--- src/rtl/regfile_bank_if.sv ---
// regfile_bank_if: write/clear inputs and register, mask and count outputs of regfile_bank
//   master: drives wr_en, wr_addr, wr_data, clr_mask; observes regs, wr_mask, wr_count
//   slave : the register bank itself
interface regfile_bank_if #(
  parameter int DATA_W = 32,
  parameter int ADDR_W = 5
);
  localparam int N = 2 ** ADDR_W;
  logic              wr_en;
  logic [ADDR_W-1:0] wr_addr;
  logic [DATA_W-1:0] wr_data;
  logic              clr_mask;
  logic [N*DATA_W-1:0] regs;
  logic [N-1:0]      wr_mask;
  logic [15:0]       wr_count;
  modport master (output wr_en, wr_addr, wr_data, clr_mask, input regs, wr_mask, wr_count);
  modport slave  (input wr_en, wr_addr, wr_data, clr_mask, output regs, wr_mask, wr_count);
endinterface

--- src/rtl/regfile_bank.sv ---
// regfile_bank: 2**ADDR_W x DATA_W register storage with $0 hardwired to zero, written-mask and write count
//   clk, rst (async, active-high); bus (slave): wr_en/wr_addr/wr_data/clr_mask in,
//   regs (flat view, reg k at regs[k*DATA_W +: DATA_W]), wr_mask, wr_count (saturating) out.
//   Define REG_BYPASS_EN to make regs write-first (the written value shows in the write cycle).
module regfile_bank #(
  parameter int DATA_W = 32,
  parameter int ADDR_W = 5
) (
  input logic           clk,
  input logic           rst,
  regfile_bank_if.slave bus
);
  localparam int N = 2 ** ADDR_W;
  logic wr_hit;
  assign wr_hit = bus.wr_en && (bus.wr_addr != '0);
  for (genvar g = 0; g < N; g++) begin : gen_reg
    if (g == 0) begin : gen_zero
      assign bus.regs[0 +: DATA_W] = '0;
    end else begin : gen_store
      logic [DATA_W-1:0] q;
      logic              sel;
      assign sel = wr_hit && (bus.wr_addr == ADDR_W'(g));
      always_ff @(posedge clk or posedge rst)
        if (rst) q <= '0;
        else if (sel) q <= bus.wr_data;
`ifdef REG_BYPASS_EN
      assign bus.regs[g*DATA_W +: DATA_W] = sel ? bus.wr_data : q;
`else
      assign bus.regs[g*DATA_W +: DATA_W] = q;
`endif
    end
  end
  // wr_hit excludes $0, so bit 0 of the mask can never be set
  always_ff @(posedge clk or posedge rst)
    if (rst) bus.wr_mask <= '0;
    else if (bus.clr_mask || wr_hit)
      bus.wr_mask <= (bus.clr_mask ? '0 : bus.wr_mask) | (wr_hit ? (N'(1) << bus.wr_addr) : '0);
  always_ff @(posedge clk or posedge rst)
    if (rst) bus.wr_count <= '0;
    else if (wr_hit && bus.wr_count != 16'hFFFF) bus.wr_count <= bus.wr_count + 16'd1;
endmodule

--- src/flat_wrapper.sv ---
// flat-port wrapper written by rule: the top's interface ports become plain ports
module regfile_bank_flat 
#(
  parameter int DATA_W = 32,
  parameter int ADDR_W = 5
)
  (clk, rst, bus_wr_en, bus_wr_addr, bus_wr_data, bus_clr_mask, bus_regs, bus_wr_mask, bus_wr_count);
  regfile_bank_if #(.DATA_W(DATA_W), .ADDR_W(ADDR_W)) bus_i ();
  input logic clk;
  input logic rst;
  input wire logic [$bits(bus_i.wr_en)-1:0] bus_wr_en;
  input wire logic [$bits(bus_i.wr_addr)-1:0] bus_wr_addr;
  input wire logic [$bits(bus_i.wr_data)-1:0] bus_wr_data;
  input wire logic [$bits(bus_i.clr_mask)-1:0] bus_clr_mask;
  output wire logic [$bits(bus_i.regs)-1:0] bus_regs;
  output wire logic [$bits(bus_i.wr_mask)-1:0] bus_wr_mask;
  output wire logic [$bits(bus_i.wr_count)-1:0] bus_wr_count;
  assign bus_i.wr_en = bus_wr_en;
  assign bus_i.wr_addr = bus_wr_addr;
  assign bus_i.wr_data = bus_wr_data;
  assign bus_i.clr_mask = bus_clr_mask;
  assign bus_regs = bus_i.regs;
  assign bus_wr_mask = bus_i.wr_mask;
  assign bus_wr_count = bus_i.wr_count;
  regfile_bank #(.DATA_W(DATA_W), .ADDR_W(ADDR_W)) u_core (.clk(clk), .rst(rst), .bus(bus_i));
endmodule
--- config.mk ---
export PLATFORM = sky130hd
export DESIGN_NAME = regfile_bank_flat
export DESIGN_NICKNAME = d
export VERILOG_FILES = /design/src/rtl/regfile_bank_if.sv /design/src/rtl/regfile_bank.sv /design/src/flat_wrapper.sv
export SDC_FILE = /design/constraint.sdc
export NUM_CORES = 2
export LEC_CHECK = 0
export BUFFER_PORTS_ARGS = -buffer_cell sky130_fd_sc_hd__buf_2
export CAP_MARGIN = 0
export CORE_AREA = 2 2 439 441
export CTS_CLUSTER_DIAMETER = 30
export CTS_CLUSTER_SIZE = 14
export DETAILED_ROUTE_END_ITERATION = 8
export DIE_AREA = 0 0 441 443
export PLACE_DENSITY = 0.38
export RECOVER_POWER = 100
export SLEW_MARGIN = 20
export SYNTH_ARGS = -nofsm -noshare
export SYNTH_HDL_FRONTEND = slang
export SYNTH_SLANG_ARGS = --single-unit
--- constraint.sdc ---
create_clock -name clk -period 87.1 [get_ports clk]
set_clock_uncertainty 0.15 [all_clocks]
set_input_delay 17.42 -clock clk [delete_from_list [all_inputs] [get_ports clk]]
set_output_delay 17.42 -clock clk [all_outputs]
set_load 0.01 [all_outputs]
---- Word-level counts from Yosys, hierarchy flattened ----
Cells that the tools add are included.
cells by class
  equal/unequal tests ..................... 32
  reductions and logical operators ........ 35
  bitwise logic cells ..................... 1
  multiplexer cells ....................... 2
  add/subtract/negate cells ............... 1
  shifts and indexed selects .............. 1
operators with widths
  kind                                                                   number
  5-bit equality test, second input constant                             16
  32-bit two-way mux                                                     2
  5-bit by 4-bit equality test with 1-bit output, second input constant  8
  1-bit logical AND                                                      33
  32-bit bitwise OR                                                      1
  1-bit by 5-bit << shifter with 32-bit output, first input constant     1
  5-bit by 3-bit equality test with 1-bit output, second input constant  4
  16-bit by 1-bit adder with 16-bit output, second input constant        1
  16-bit != test, second input constant                                  1
  5-bit by 2-bit equality test with 1-bit output, second input constant  2
  5-bit by 1-bit equality test with 1-bit output, second input constant  1
  5-bit nonzero test                                                     1
  1-bit logical OR                                                       1
storage, ports and cells
  bits in registers ....................... 1040

---- Depth between registers and ports, before layout ----
  depth in word-level cells ............... 4
  gate-level depth with buffers ........... 6

---- Worst setup path after synthesis ----
Ideal clock, no wire load.
  path type ............................... input -> register
  from .................................... input bus_wr_addr[0]
  to ...................................... register u_core.gen_reg[22].gen_store.q[10]
  arrival ................................. 18.722 ns
  path buffers ............................ 2
  slack ................................... 68.104 ns
  stages .................................. 6
  cell sequence ........................... nand2b_1 -> or2_1 -> clkbuf_1 -> nor2_2 -> buf_2 -> mux2_2
on the way
  cells in the longest elaborated chain, start to end .. 3
  elaborated cells on any way between the ends .. 4
  those cells by class .................... eq/ne (1); reduce/logical (3)
ends and longest elaborated chain
  item                  RTL line            RTL
  from (decl)           flat_wrapper.sv:12  input wire logic [$bits(bus_i.wr_addr)-1:0] bus_wr_addr;
  5-bit nonzero test    regfile_bank.sv:15  assign wr_hit = bus.wr_en && (bus.wr_addr != '0);
  1-bit logical AND     regfile_bank.sv:15
  1-bit logical AND *   regfile_bank.sv:22  assign sel = wr_hit && (bus.wr_addr == ADDR_W'(g));
  to (signal assigned)  regfile_bank.sv:25  else if (sel) q <= bus.wr_data;
  to (decl)             regfile_bank.sv:20  logic [DATA_W-1:0] q;
Every way passes the cells marked *; elsewhere a longest branch is shown, timed or not.
A chain may end at the register's enable or synchronous reset.

==> out/qor_table.md <==
| Parameter | This run |
|---|---|
| Violated checks | capacitance limit, slew limit |
| Worst reg-to-reg path cell count | 6 |
| CP Capture Type | asynchronous set/reset pin |
| Worst slew margin relative to its limit | -4.66 |
| Top-level port count | 1113 |
| Minimum clock period after layout | 36.26 ns |
| Number of buffers created by CTS | 329 |
| Synthesized flop and latch total | 1040 |
| Global-route congestion overflow total | 0 |
| Clock tree from TritonCTS | built |
| Setup violations, final | 0 |
| RePlAce Congestion | 0.727 |
| Placement Setup Slack | 66.14 ns |
| Number of placement rows | 161 |
| Fill cells | 19900 |
| Setup slack, reg-to-reg | 84.70 ns |
| Per-instance average area after synthesis | 16.2 µm² |
| Total die area | 0.195 mm² |
| Area share of the largest cell type after synthesis | 0.665 |
| Cell with the largest stage delay on the worst path | clkbuf_1 |
| Maximum fanout along the worst path | 148 |
| Beginning of the worst hold path | u_core.bus.wr_mask[14] |
| Vias in the first global route | 27500 |
| WL final | 168000 µm |
| Post-CTS setup buffer count | 0 |
| Global-route usage over all layers | 0.168 |
| Number of nets at the end of the flow | 3718 |
| Maximum clock frequency | 27.6 MHz |
| FF/Latch Area | 0.0260 mm² |
| Area added between synthesis and finish | 43.8% |
| Most frequently used cell type in the post-synthesis netlist | dfrtp_1 |
| Netlist Area Pre-Place | 0.0391 mm² |
| Hold buffer count at cts | 0 |
| Hold Path Stages | 1 |
| Ratio of routed vias to standard cells | 4.08 |
| Gate power share | 0.137 |
| Sequential fraction of the synthesis area | 0.665 |
| Clock input transition at the sequential cells of the worst setup and hold paths | 0.04 ns |
| Class of the tightest hold or removal check | flip-flop to flip-flop |
| Primary FF master, synth | dfrtp_1 |
| Class of the most critical setup path | input pin to asynchronous set/reset pin |
| Fraction of layout instances using a drive strength above 1 | 0.395 |
| Number of library cell types mapped by synthesis | 33 |
| Clock tree sinks | 1040 |
| Initial DRC Count | 999 |
| Final-report hold violation count | 0 |
| Maximum VDD drop | 0.0180 mV |
| Number of vias after detailed routing | 26200 |
| Sequential power share | 0.310 |
| Beginning of the worst register-to-register path | u_core.bus.wr_count[0] |
| Die H | 443 µm |
| Setup_tns | 0 ns |
| Final Worst Setup Slack | 50.84 ns |
| Switching Share | 0.268 |
| Worst reg2reg endpoint | u_core.bus.wr_count[1] |
| Ranking of synthesized cells by instance count | dfrtp_1 (1040), mux2_2 (991), clkbuf_1 (113) |
| Number of port buffers | 1080 |
| H-Tree Depth | 5 |
| Initial antenna violation count | 15 |
| Synthesized instance count | 2417 |
| Status | complete, but fails checks |
| Number of synthesized flops with an enable pin | 0 |
| Endpoint with the worst hold slack | u_core.bus.wr_mask[14] |
| Number of max-cap violations | 47 |
| Residual DRC count | 0 |
| RSZ-0062 raised after global routing | false |
| Die width | 441 µm |
| Placeable core region | 0.191 mm² |
| Sw Pwr | 0.544 mW |
| Final period util | 0.416 |
| Number of buffers on the longest clock path | 4 |
| Average wire length per cell after detail routing | 26.2 µm |
| Ratio of total power to cell area | 36.0 mW/mm² |
| Ordered cell list for the critical path | buf_2 -> clkinvlp_2 -> clkbuf_1 -> clkbuf_1 -> clkbuf_1 |
| Critical Path Most Common Cell | clkbuf_1 |
| Cell internal pwr | 1.48 mW |
| Clk Tree Root Cell | clkbuf_16 |
| Worst Max-Slew Pin Slew | 8.49 ns |
| Standby leakage power | 25.2 nW |
| WP data required | 85.86 ns |
| Final ANT Viol Nets | 0 |
| Area of the multi-input gates | 0.0121 mm² |
| Post-CTS sizing | 0 |
| Number of warnings issued by yosys | 0 |
| Worst-skew pair later-pin latency | 0.91 ns |
| Biggest area consumer among synthesized cells | dfrtp_1 |
| Initial cell density of the core | 0.205 |
| Async set-reset flop share out of synthesis | 1.00 |
| Top cells by area in the synthesized netlist | dfrtp_1 (66%), mux2_2 (29%), clkbuf_1 (1.1%), buf_2 (0.66%), buf_4 (0.61%) |
| Endpoint arrival time on the critical path | 35.02 ns |
| Number of max-slew violations in the final report | 2057 |
| Maximum number of pins on one net before global-route repair | 160 |
| Portion of total power attributed to the clock network | 0.553 |
| Worst Setup Start Kind | input pin |
| DRT Pass-1 Iters | 4 |
| DP HPWL | 111000 µm |
| First-pass GRT wire length | 228000 µm |
| Stage delay of the slowest cell on the critical path | 5.89 ns |
[per-layer routing]
layer | wire length [µm] | vias to the layer above | track usage
met3 | 12800 | 340 | 0.0612
met1 | 64700 | 13800 | 0.186
met2 | 84200 | 1009 | 0.286
met5 | 0 | - | 0
li1 | - | 11000 | -
met4 | 6730 | 0 | 0.0708
[cells in the final DEF (no fill, tap or decap), types with 2 or more instances in the layout]
master | Yosys | layout
nand4b_1 | 2 | 2
nand2_2 | 0 | 8
nand3_1 | 2 | 2
and3_1 | 2 | 2
conb_1 | 1 | 32
nor2_1 | 17 | 17
clkinv_2 | 0 | 47
inv_6 | 0 | 4
a21o_1 | 17 | 17
xor2_1 | 14 | 14
or2_0 | 0 | 2
mux2_2 | 991 | 991
dfrtp_1 | 1040 | 1040
diode_2 | 0 | 3
nor3_1 | 8 | 8
nor2_4 | 0 | 4
inv_1 | 15 | 14
clkbuf_1 | 113 | 1148
clkinvlp_4 | 0 | 7
clkbuf_16 | 0 | 332
nor4_1 | 8 | 7
o21ai_0 | 14 | 14
mux2_1 | 3 | 3
buf_4 | 32 | 9
clkinv_8 | 0 | 2
buf_2 | 52 | 36
nor2b_1 | 3 | 3
nand4_1 | 7 | 7
bufinv_16 | 0 | 19
nor3b_1 | 1 | 2
clkinv_4 | 0 | 2
nand2b_1 | 4 | 4
clkbuf_8 | 0 | 73
nand2_1 | 23 | 15
[per-stage QoR]
step	total power, mW	utilization	hold WS [ns]	instance area, µm²	std cells
final	2.03	0.294	0.327	56300	6427
after global routing	2.11	0.294	0.342	56300	6425
after CTS	2.08	0.303	0.323	57900	6424
after detailed placement	0.943	0.248	0.313	47400	5871
after global placement	0.939	0.248	0.309	47400	5871
after floorplan	0.772	-	0.368	39300	2448
[area by class of cell]
cell class / count / share of cell area
clock inverters: 83 / 0.0177
well taps: 2526 / 0.0562
clock buffers: 470 / 0.170
flip-flops and latches: 1040 / 0.463
diodes: 3 / 0.000133
repair buffers: 1128 / 0.0767
multi-input cells: 1161 / 0.216
inverters: 16 / 0.00109
[how the worst max path moves through the flow]
stage / from / endpoint / slack [ns] / cells past startpoint
floorplan: rst / u_core.bus.wr_count[0] / 40.26 / 1
global placement: rst / u_core.gen_reg[30].gen_store.q[28] / 66.12 / 5
detailed placement: rst / u_core.gen_reg[22].gen_store.q[20] / 66.14 / 5
CTS: rst / u_core.gen_reg[3].gen_store.q[27] / 67.12 / 5
global route: rst / u_core.gen_reg[22].gen_store.q[20] / 47.24 / 5
finish: rst / u_core.gen_reg[14].gen_store.q[22] / 50.84 / 5
[flip-flops by register name, summed over array words and instances, names as in the netlist]
signal	cells
u_core.gen.gen_store.q	992
u_core.bus.wr_mask	32
u_core.bus.wr_count	16
[critical path, delay by kind of cell]
kind                   cells  cell delay (ns)
buffers and inverters      5            16.96
[power groups by stage]
| stage | Clock [mW] | Combinational, mW | Sequential, mW |
|---|---|---|---|
| 5_1_grt | 1.17 | 0.298 | 0.641 |
| 6_report | 1.12 | 0.278 | 0.628 |
| 2_1_floorplan | 0 | 0.0967 | 0.675 |
| 3_5_place_dp | 0 | 0.313 | 0.630 |
| 3_3_place_gp | 0 | 0.312 | 0.627 |
| 4_1_cts | 1.14 | 0.314 | 0.625 |
[cell families after synthesis]
group / after synthesis / share of synthesized area
DFF: 1040 / 0.665
muxes: 994 / 0.286
buffers and inverters: 247 / 0.0284
and+or+nand+nor: 88 / 0.0116
AOI/OAI and AO/OA: 32 / 0.00547
xor gates and xnor gates: 14 / 0.00313
adders and majority gates: 1 / 0.000320
other: 1 / 0.0000958
(Power assumes the default switching activity.)
